File: config.mk
export PLATFORM = sky130hd
export DESIGN_NAME = input_buffer_loader
export DESIGN_NICKNAME = d
export VERILOG_FILES = /design/src/rtl/input_loader_pkg.sv /design/src/rtl/input_buffer_loader_buf_pos_counter.sv /design/src/rtl/input_buffer_loader.sv
export SDC_FILE = /design/constraint.sdc
export NUM_CORES = 1
export LEC_CHECK = 0
export BUFFER_PORTS_ARGS = -buffer_cell sky130_fd_sc_hd__buf_2
export CORE_ASPECT_RATIO = 0.75
export CORE_MARGIN = 2
export CORE_UTILIZATION = 58
export CTS_BUF_LIST = sky130_fd_sc_hd__clkbuf_2 sky130_fd_sc_hd__clkbuf_4 sky130_fd_sc_hd__clkbuf_8
export DETAILED_ROUTE_END_ITERATION = 6
export PLACE_DENSITY = 0.88
export SYNTH_ARGS = -nofsm -noshare
export SYNTH_HDL_FRONTEND = slang
export SYNTH_HIERARCHICAL = 1
export SYNTH_SLANG_ARGS = --single-unit
File: constraint.sdc
create_clock -name clock -period 7.9 [get_ports clock]
set_clock_uncertainty 0.05 [all_clocks]
set_input_delay 1.185 -clock clock [delete_from_list [all_inputs] [get_ports clock]]
set_output_delay 1.185 -clock clock [all_outputs]
set_load 0.03 [all_outputs]
File: src/rtl/input_loader_pkg.sv
// Shared constants and state type for the input buffer loader.
// Geometry of the activation buffer and SRAM word packing.
package input_loader_pkg;

  localparam int BIN_LEN         = 8;
  localparam int INPUT_HEIGHT    = 4;
  localparam int INPUT_WIDTH     = 8;
  localparam int INPUT_SRAM_LEN  = 4;
  localparam int SRAM_ADDR_W     = 12;
  localparam int MAX_OUTSTANDING = 4;

  localparam int CPR    = INPUT_WIDTH / INPUT_SRAM_LEN;
  localparam int TOTAL  = INPUT_HEIGHT * CPR;
  localparam int CNT_W  = $clog2(TOTAL + 1);
  localparam int OUT_W  = $clog2(MAX_OUTSTANDING + 1);
  localparam int ROW_W  = $clog2(INPUT_HEIGHT);
  localparam int COL_W  = $clog2(INPUT_WIDTH);
  localparam int DATA_W = BIN_LEN * INPUT_SRAM_LEN;

  typedef enum logic [1:0] {
    IDLE,
    ISSUE,
    DRAIN,
    DONE
  } loader_state_t;

endpackage

File: src/rtl/input_buffer_loader_buf_pos_counter.sv
// Row/column wrap counter giving the buffer slot of the next write.
// Column advances by one chunk; wrapping it bumps the row.
module buf_pos_counter
  import input_loader_pkg::*;
(
  input  logic             clock,
  input  logic             reset,
  input  logic             clear,
  input  logic             step,
  output logic [ROW_W-1:0] row,
  output logic [COL_W-1:0] col
);

  localparam logic [COL_W-1:0] COL_LAST =
    COL_W'(INPUT_WIDTH - INPUT_SRAM_LEN);
  localparam logic [COL_W-1:0] COL_STEP =
    COL_W'(INPUT_SRAM_LEN);

  always_ff @(posedge clock) begin
    if (reset || clear) begin
      row <= '0;
      col <= '0;
    end else if (step) begin
      if (col == COL_LAST) begin
        col <= '0;
        row <= row + ROW_W'(1);
      end else begin
        col <= col + COL_STEP;
      end
    end
  end

endmodule

File: src/rtl/input_buffer_loader.sv
// Fills the input activation buffer from SRAM with a bounded
// number of in-flight chunk reads; one buffer write per return.
module input_buffer_loader
  import input_loader_pkg::*;
(
  input  logic                   clock,
  input  logic                   reset,
  input  logic                   start,
  input  logic [SRAM_ADDR_W-1:0] base_addr,
  output logic                   busy,
  output logic                   done,
  output logic                   err,
  output logic                   sram_req,
  output logic [SRAM_ADDR_W-1:0] sram_addr,
  input  logic                   sram_gnt,
  input  logic                   sram_rvalid,
  input  logic [DATA_W-1:0]      sram_rdata,
  output logic                   buf_w_enable,
  output logic [DATA_W-1:0]      buf_SRAM_in,
  output logic [ROW_W-1:0]       buf_SRAM_r,
  output logic [COL_W-1:0]       buf_SRAM_c
);

  localparam logic [CNT_W-1:0] TOT = CNT_W'(TOTAL);
  localparam logic [OUT_W-1:0] MAXO = OUT_W'(MAX_OUTSTANDING);

  loader_state_t          state;
  logic [SRAM_ADDR_W-1:0] base;
  logic [CNT_W-1:0]       issue_cnt;
  logic [CNT_W-1:0]       ret_cnt;
  logic [OUT_W-1:0]       outst;
  logic [CNT_W-1:0]       issue_nx;
  logic [CNT_W-1:0]       ret_nx;
  logic [OUT_W-1:0]       outst_nx;
  logic                   hit_gnt;
  logic                   hit_ret;
  logic                   stray;
  logic                   go;
  logic [ROW_W-1:0]       pos_row;
  logic [COL_W-1:0]       pos_col;

  assign hit_gnt = sram_req & sram_gnt;
  assign hit_ret = sram_rvalid & (outst != '0);
  assign stray   = sram_rvalid & (outst == '0);
  assign go      = start & (state == IDLE);

  always_comb begin
    issue_nx = issue_cnt + CNT_W'(hit_gnt);
    ret_nx   = ret_cnt + CNT_W'(hit_ret);
    outst_nx = outst + OUT_W'(hit_gnt) - OUT_W'(hit_ret);
  end

  buf_pos_counter u_pos (
    .clock (clock),
    .reset (reset),
    .clear (go),
    .step  (hit_ret),
    .row   (pos_row),
    .col   (pos_col)
  );

  always_ff @(posedge clock) begin
    if (reset) begin
      state        <= IDLE;
      base         <= '0;
      issue_cnt    <= '0;
      ret_cnt      <= '0;
      outst        <= '0;
      busy         <= 1'b0;
      done         <= 1'b0;
      err          <= 1'b0;
      sram_req     <= 1'b0;
      sram_addr    <= '0;
      buf_w_enable <= 1'b0;
      buf_SRAM_in  <= '0;
      buf_SRAM_r   <= '0;
      buf_SRAM_c   <= '0;
    end else begin
      done         <= 1'b0;
      buf_w_enable <= hit_ret;
      if (hit_ret) begin
        buf_SRAM_in <= sram_rdata;
        buf_SRAM_r  <= pos_row;
        buf_SRAM_c  <= pos_col;
      end
      // unsolicited return: data is dropped
      if (stray) err <= 1'b1;
      unique case (state)
        IDLE: begin
          if (start) begin
            state     <= ISSUE;
            busy      <= 1'b1;
            err       <= 1'b0;
            base      <= base_addr;
            issue_cnt <= '0;
            ret_cnt   <= '0;
            outst     <= '0;
            sram_req  <= 1'b1;
            sram_addr <= base_addr;
          end
        end
        ISSUE: begin
          issue_cnt <= issue_nx;
          ret_cnt   <= ret_nx;
          outst     <= outst_nx;
          sram_addr <= base + SRAM_ADDR_W'(issue_nx);
          if (issue_nx == TOT) begin
            sram_req <= 1'b0;
            state    <= DRAIN;
          end else begin
            sram_req <= (outst_nx < MAXO);
          end
        end
        DRAIN: begin
          ret_cnt <= ret_nx;
          outst   <= outst_nx;
          if (ret_nx == TOT) state <= DONE;
        end
        DONE: begin
          done  <= 1'b1;
          busy  <= 1'b0;
          state <= IDLE;
        end
      endcase
    end
  end

endmodule

==> impl_metrics.ini, run 1 <==
[run_status]
outcome = completed

[setup_path]
worstSetupEndpointType = register
cp-start-kind = input pin
crit_arrival_ns = 3.79
worst_path_max_delay_cell = ha_1
path_cells = buf_2, nand2b_1, buf_4, inv_1, ha_1, inv_1, ha_1, inv_1, fa_1, xor2_1, xnor2_1, a21oi_1, nor3_1
max_stage_delay_ns = 0.40
cp_max_fo = 39
crit_required_ns = 8.12
critPathKind = in2reg
cp_common_cell = inv_1

[synth]
synth_top_cell_area_share = 0.456
postSynth.asyncResetShare = 0
synthTopCellsByCount = 118 x nand2_1, 82 x dfxtp_1, 68 x a21oi_1, 26 x nor2_1, 15 x ha_1
yosysTopAreaCell = dfxtp_1
synth_area_leaders = dfxtp_1 46%, nand2_1 12%, a21oi_1 9.5%
synth_edf_count = 0
synth_ff_type = dfxtp_1
yosysMostFrequentCell = nand2_1
netlist-cell-type-count = 51
ys_seq_area_frac = 0.456
syn-cell-area_sq_um = 3600
ys_ff_latch = 82
syn_avg_cell_area_sq_um = 8.16
synthCells = 441
yosysWarnings = 6

[route]
via_per_inst = 5.47
drtIter0Drc = 246
wl_mm = 8.46
num_vias = 3356
drc_errors = 0
routedWlPerCell_um = 13.8
first_pass_iters = 5
drt.antenna.violating_nets = 0

[placement]
portBuffers = 102
place.gp.congestion = 0.868
dp_slack_ns = 3.98
hpwl_mm = 6.02

[grt]
gr-usage-all-layers = 0.253
antenna_found_initial = 0
grt_pass1_vias = 3182
grt_overflow_total = 0
grt_max_degree = 84
grt_pass1_wl_mm = 13.8

[sta]
final.setup.worst_slack_ns = 4.33
drv_slew = 0
rsz0062_at_grt = false
max_freq_mhz = 280
hold_viol = 0
setup_violations = 0
tightestPinTransition_ns = 0.807
holdWs_ns = 0.401
fin_setup_tns_ns = 0
post-route-min-period_ns = 3.57
period_share = 0.452
relSlewSlack = 0.462

[clock_tree]
htreeDepth = 3
root_buffer = clkbuf_8
cts.sinks = 82
path_clk_slew_ns = 0.08
cts_tree = done
clkLatencyLatePin_ns = 0.35
clk_path_buf_depth = 2
cts_hold_buf = 0
cts_setup_buffers = 0
cts_resized = 0
cts_buffers = 9

[die]
start_util = 0.609
coreArea_sq_um = 5920
chipWidth_um = 95.0
die_area_sq_um = 6860
io_pins = 103
chipHeight_um = 72.2
placementRows = 24

[final_layout]
antennaDiodeCount = 0
final_nets = 596
fill_cells = 449
areaGrowthSynthToFinish_pct = 19.5
drive_above_1_share = 0.245

[power_and_ir_drop]
cellPowerDensity_nw_per_um2 = 275
leakagePower_uw = 0.00189
vdd_drop_max_v = 0.000174

[hold_path]
hp-class = reg2reg

[flow_run]
maxCapViolCount = 0
-- state kept, by name (all words and copies together) (netlist names), 3 cells and up --
register / flops
issue_cnt: 4
buf_SRAM_c: 3
outst: 3
sram_addr: 12
base: 12
buf_SRAM_in: 32
ret_cnt: 4
-- power breakdown --
group	total [uW]	leakage [uW]	switching, uW	internal, uW
logic	385	0.00113	267	118
clock network	299	0.0000962	147	152
registers	500	0.000666	35.6	464
-- layer usage --
metal / GRT usage / share of wire / up-vias
met2: 0.429 / 0.49 / 115
li1: - / - / 1661
met1: 0.314 / 0.43 / 1567
met4: 0.0741 / 0.010 / 0
met5: 0 / 0 / -
met3: 0.0727 / 0.065 / 13
-- cells in the final DEF, fill, tap and decap left out, types with 4 or more instances in the layout --
cell type  netlist  final
nand2_1        118    118
buf_2           12    102
dfxtp_1         82     82
a21oi_1         68     68
nor2_1          26     26
ha_1            15     15
inv_1           10     10
xnor2_1          9      9
clkbuf_8         0      9
nand3_1          8      8
nor3_1           7      7
a22oi_1          6      6
o21ai_0          6      6
a211oi_1         5      5
mux2i_1          4      4
nor2b_1          4      4
-- worst paths after layout --
check	start	to	slack [ns]	depth (start not counted)
setup reg to reg	outst[1]$_SDFFE_PP0P_	sram_req$_SDFFE_PP0P_	4.60	13
hold / removal	sram_addr[2]$_SDFFE_PP0P_	sram_addr[2]$_SDFFE_PP0P_	0.40	2
setup / recovery	sram_rvalid	sram_req$_SDFFE_PP0P_	4.33	13
hold reg to reg	sram_addr[2]$_SDFFE_PP0P_	sram_addr[2]$_SDFFE_PP0P_	0.40	2
-- layout make-up --
class                      instances  area (sq um)  share of cell area
inverter                          11          41.3             0.00960
tap                               78          97.6              0.0227
clock buffer                      11           139              0.0323
timing repair buffer             105           533               0.124
multi-input combinational        321          1790               0.417
sequential                        82          1640               0.382
clock inverter                     5          55.1              0.0128
-- critical path: cells and delay by family --
| family | cells | cell delay, ns |
|---|---|---|
| adder cells (fa/ha/maj) | 3 | 0.90 |
| AND/OR/NAND/NOR | 2 | 0.24 |
| XOR/XNOR | 2 | 0.43 |
| buffers and inverters | 5 | 0.93 |
| AO/OA/AOI/OAI | 1 | 0.10 |
-- cells by family after synthesis --
kind of cell / share of synthesized area
AO/OA/AOI/OAI: 0.180
XOR/XNOR: 0.0292
adder cells (fa/ha/maj): 0.0633
buffers and inverters: 0.0469
flip-flops: 0.456
multiplexers: 0.0143
other: 0.00104
AND/OR/NAND/NOR: 0.209
-- metrics by stage --
step	cells	instance area (sq um)	util	total power (uW)
after floorplan	442	3600	-	787
after global placement	597	4110	0.694	874
after detailed placement	597	4110	0.694	890
after CTS	613	4300	0.727	1180
after global routing	613	4300	0.727	1240
final	613	4300	0.727	1180
(Power assumes the default switching activity.)
==> run 2, diff against run 1 <==
CORE_UTILIZATION = 54   (was 58)
PLACE_DENSITY = 0.83   (was 0.88)
clock period = 3.45 ns   (was 7.9 ns; I/O delays follow)
==> run 2 against run 1 <==
Cell area up 1.1%. Critical path type is now reg2reg. Register-to-register slack got worse by 4.0 ns. Critical endpoint is now sram_addr[6]$_SDFFE_PP0P_. Flip-flop and latch count is the same. Die area is 7.0% higher. Combinational power grew 130%. Sequential share of layout area down 0.43 points. Power is 140% higher. Clock power grew to 2.5 times the previous value. Non-clock buffer count grew 3.
==> impl_metrics.ini, run 2 (synthesis gave the netlist of run 1 again) <==
[clock_tree]
clk_path_buf_depth = 2
root_buffer = clkbuf_8
cts_setup_buffers = 0
htreeDepth = 3
cts_buffers = 9
path_clk_slew_ns = 0.08
cts_resized = 0
cts.sinks = 82
cts_tree = done
clkLatencyLatePin_ns = 0.36
cts_hold_buf = 0

[sta]
post-route-min-period_ns = 2.82
fin_setup_tns_ns = 0
hold_viol = 0
rsz0062_at_grt = false
max_freq_mhz = 355
relSlewSlack = 0.477
tightestPinTransition_ns = 0.784
drv_slew = 0
holdWs_ns = 0.338
period_share = 0.817
setup_violations = 0

[setup_path]
worstSetupEndpointType = register
critPathLaunch = sram_req$_SDFFE_PP0P_
cp-start-kind = register
critPathKind = reg2reg
cp_common_cell = a21oi_1
max_stage_delay_ns = 0.41
path_cells = and2_1, ha_1, nand3_1, xnor2_1, ha_1, a21oi_1, a21oi_1, xnor2_1, a211o_1, a21oi_1
cp_max_fo = 5
crit_required_ns = 3.68
timing.rr.start = sram_req$_SDFFE_PP0P_
reg2reg_depth = 10
crit_arrival_ns = 3.05
r2r-end = sram_addr[6]$_SDFFE_PP0P_
worst_path_max_delay_cell = a21oi_1
rrSetupSlack_ns = 0.63

[route]
top_layer = met4
met3_length_um = 656
routedWlPerCell_um = 13.9
drtIter0Drc = 341
drt-met1-wl_mm = 3.83
first_pass_iters = 5
route.met2.wl_mm = 4.00
num_vias = 3321
wl_mm = 8.57
drc_errors = 0
drt.antenna.violating_nets = 0
via_per_inst = 5.37

[flow_run]
maxCapViolCount = 0

[die]
chipWidth_um = 98.3
chipHeight_um = 74.7
start_util = 0.564
placementRows = 25
coreArea_sq_um = 6380
io_pins = 103
die_area_sq_um = 7340

[final_layout]
regMostFlops = buf_SRAM_in
multiInputGateArea_sq_um = 1790
areaGrowthSynthToFinish_pct = 20.8
fill_cells = 550
final_nets = 599
drive_above_1_share = 0.248
finish.utilization = 0.682
final_cell_mix = 118 x nand2_1, 102 x buf_2, 82 x dfxtp_1, 68 x a21oi_1, 26 x nor2_1
largest_reg_flops = 32
layout_commonest_cell = nand2_1
seq_area_sq_um = 1640
antennaDiodeCount = 0
top_regs = buf_SRAM_in (32), base (12), sram_addr (12)

[grt]
grt_overflow_total = 0
grt_max_degree = 45
grt_pass1_vias = 2972
antenna_found_initial = 0
grt_pass1_wl_mm = 13.7
gr-usage-all-layers = 0.231

[hold_path]
hold_depth = 3
hold_path_end = buf_SRAM_in[4]$_SDFFE_PP0P_
worstHoldStart = sram_rdata[4]
hp-class = in2reg

[power_and_ir_drop]
cellPowerDensity_nw_per_um2 = 643
vdd_drop_max_v = 0.000303
leakagePower_uw = 0.00193

[placement]
portBuffers = 102
hpwl_mm = 5.99
place.gp.congestion = 0.956

[run_status]
outcome = completed
==> run 2: changes by cell type in the layout (fill, tap and decap cells not counted) <==
cell and delta:
bufinv_16 +1, clkinvlp_4 -2, clkbuf_4 -2, clkinv_4 +1
clkbuf_8 +1, buf_4 +3
==> run 2: worst max path at each step <==
stage	depth (start not counted)	end
after CTS	10	sram_addr[6]$_SDFFE_PP0P_
after floorplan	10	sram_addr[9]$_SDFFE_PP0P_
final	10	sram_addr[6]$_SDFFE_PP0P_
after global routing	10	sram_addr[8]$_SDFFE_PP0P_
after global placement	11	sram_addr[9]$_SDFFE_PP0P_
after detailed placement	11	sram_addr[6]$_SDFFE_PP0P_
==> run 2: cell type report <==
cell class                      count  area share
Clock buffer                       10      0.0316
Clock inverter                      5      0.0181
Inverter                           11     0.00949
Multi-Input combinational cell    321       0.412
Sequential cell                    82       0.377
Tap cell                           81      0.0233
Timing Repair Buffer              108       0.128
==> run 2: critical path, delay by kind of cell (launching register included) <==
family	cells	cell delay, ns
fa+ha+maj	2	0.52
simple gates	2	0.28
xor+xnor	2	0.49
compound gates	4	1.02
flops	1	0.38
==> run 2: where the power goes <==
group,internal (uW),switching (uW),total (uW)
registers,1060,84.5,1150
logic,281,607,888
clock network,422,339,760
total,1770,1030,2800
==> run 2: metrics by stage <==
stage / std cells / power (uW) / area [sq um] / worst slack [ns]
floorplan: 442 / 1800 / 3600 / 0.791
global placement: 603 / 2020 / 4130 / 0.597
detailed placement: 603 / 2040 / 4130 / 0.481
CTS: 618 / 2800 / 4350 / 0.669
finish: 618 / 2800 / 4350 / 0.633
global route: 618 / 2950 / 4350 / 0.496
==> run 2: layer usage <==
metal,GRT usage,vias up
li1,-,1661
met1,0.304,1519
met3,0.0799,10
met4,0.0578,0
met5,0,-
met2,0.374,131
==> run 3, diff against run 2 <==
clock period = 2.65 ns   (was 3.45 ns; I/O delays follow)
==> run 3 against run 2 <==
Clock power is 42% higher. Cell area is 5.0% higher. Worst setup slack worse by 0.57 ns. Worst hold slack worse by 0.12 ns. Sequential share of layout area down 1.7 points. Global-route usage grew 1.2 points. First-iteration DRC count down 29%. Power increased by 37%. Flip-flop and latch count is the same. Fmax increased by 9.1%. Clock-buffer cell count stayed put. Largest cell class unchanged.
==> impl_metrics.ini, run 3 (synthesis gave the netlist of run 1 again) <==
[final_layout]
multiInputGateArea_sq_um = 1870
finish.utilization = 0.716
areaGrowthSynthToFinish_pct = 26.9
antennaDiodeCount = 0
fill_cells = 520
largest_reg_flops = 32
final_nets = 615
top_regs = buf_SRAM_in (32), base (12), sram_addr (12)
seq_area_sq_um = 1650
drive_above_1_share = 0.295
layout_commonest_cell = nand2_1
final_cell_mix = 118 x nand2_1, 102 x buf_2, 79 x dfxtp_1, 68 x a21oi_1, 26 x nor2_1
regMostFlops = buf_SRAM_in

[power_and_ir_drop]
cellPowerDensity_nw_per_um2 = 841
leakagePower_uw = 0.00203
vdd_drop_max_v = 0.000498

[clock_tree]
root_buffer = clkbuf_8
cts_tree = done
htreeDepth = 3
cts_buffers = 9
clkLatencyLatePin_ns = 0.36
clk_path_buf_depth = 2
cts_hold_buf = 0
path_clk_slew_ns = 0.08
cts.sinks = 82

[setup_path]
crit_required_ns = 2.88
max_stage_delay_ns = 0.42
crit_arrival_ns = 2.81
critPathKind = reg2reg
cp-start-kind = register
cp_max_fo = 4
worstSetupEndpointType = register
crit_family = adder cells
crit_buf_inv = 3
worst_path_max_delay_cell = fa_1
path_cells = nor3_2, nand2b_4, inv_2, ha_1, inv_1, ha_1, inv_1, fa_1, xor2_2, xnor2_1, a21oi_1, nor3_1

[sta]
tightestPinTransition_ns = 0.597
max_freq_mhz = 387
fin_setup_tns_ns = 0
relSlewSlack = 0.601
setup_violations = 0
drv_slew = 0
hold_viol = 0
post-route-min-period_ns = 2.58
period_share = 0.975

[grt]
antenna_found_initial = 0
grt_pass1_wl_mm = 14.3
grt_overflow_total = 0
grt_max_degree = 39
grt_pass1_vias = 3067
gr-usage-all-layers = 0.243

[route]
drt.antenna.violating_nets = 0
num_vias = 3441
wl_mm = 9.21
routedWlPerCell_um = 14.5
drc_errors = 0
drtIter0Drc = 241
first_pass_iters = 5
via_per_inst = 5.43

[die]
placementRows = 25
start_util = 0.564
chipWidth_um = 98.3
die_area_sq_um = 7340
io_pins = 103
coreArea_sq_um = 6380
chipHeight_um = 74.7

[placement]
hpwl_mm = 6.39
place.gp.congestion = 0.940
portBuffers = 102

[flow_run]
maxCapViolCount = 0

[hold_path]
hp-class = in2reg

[run_status]
outcome = completed
==> run 3: changes by cell type in the layout (fill, tap and decap cells not counted), moves of 2 or more <==
| cell | previous run | this run |
|---|---|---|
| buf_4 | 6 | 22 |
| dfxtp_1 | 82 | 79 |
| dfxtp_2 | 0 | 3 |
| ha_1 | 15 | 13 |
| ha_4 | 0 | 2 |
| xor2_1 | 3 | 1 |
| xor2_2 | 0 | 2 |
==> run 3: stage by stage <==
stage,hold WS (ns),cells,total power (uW),setup WS (ns),instance area (sq um)
after detailed placement,0.393,617,2740,-0.148,4240
final,0.222,634,3840,0.0675,4570
after CTS,0.214,632,3800,0.0456,4480
after floorplan,0.391,442,2350,0.0191,3600
after global placement,0.388,617,2700,-0.0446,4240
after global routing,0.224,634,4010,-0.0696,4570
==> run 3: area by class of cell <==
class	instances	share of cell area
clock buffer	10	0.0288
clock inverter	5	0.0227
inverter	11	0.00904
multi-input combinational	321	0.409
sequential	82	0.360
tap	81	0.0222
timing repair buffer	124	0.148
==> run 3: path summary, 6_finish.rpt <==
path,cells after the start,slack [ns],to,startpoint
setup / recovery,12,0.07,sram_req$_SDFFE_PP0P_,outst[0]$_SDFFE_PP0P_
hold / removal,3,0.22,buf_SRAM_in[30]$_SDFFE_PP0P_,sram_rdata[30]
setup reg to reg,12,0.07,sram_req$_SDFFE_PP0P_,outst[0]$_SDFFE_PP0P_
hold reg to reg,2,0.40,buf_SRAM_in[11]$_SDFFE_PP0P_,buf_SRAM_in[11]$_SDFFE_PP0P_
==> run 3: power by group <==
| group | switching, uW | internal (uW) |
|---|---|---|
| sequential | 112 | 1380 |
| combinational | 825 | 439 |
| clock | 448 | 632 |
| total | 1390 | 2450 |
==> run 3: worst min-delay path, stage by stage <==
cell and delay (ns):
buf_2 0.09, nand2_1 0.04, a21oi_1 0.05
==> run 3: layer usage <==
metal | global-route usage | part of all wire | vias up
li1 | - | - | 1696
met1 | 0.319 | 0.44 | 1552
met2 | 0.393 | 0.46 | 161
met3 | 0.0501 | 0.073 | 32
met4 | 0.116 | 0.022 | 0
met5 | 0 | 0 | -
==> run 3: what timing repair did <==
item | 4_1_cts | 5_1_grt
setup buffers | 0 | 2
pin swaps | 0 | 6
setup endpoints to repair | 2 | 11
hold endpoints to repair | 0 | 0
resized for setup | 1 | 14
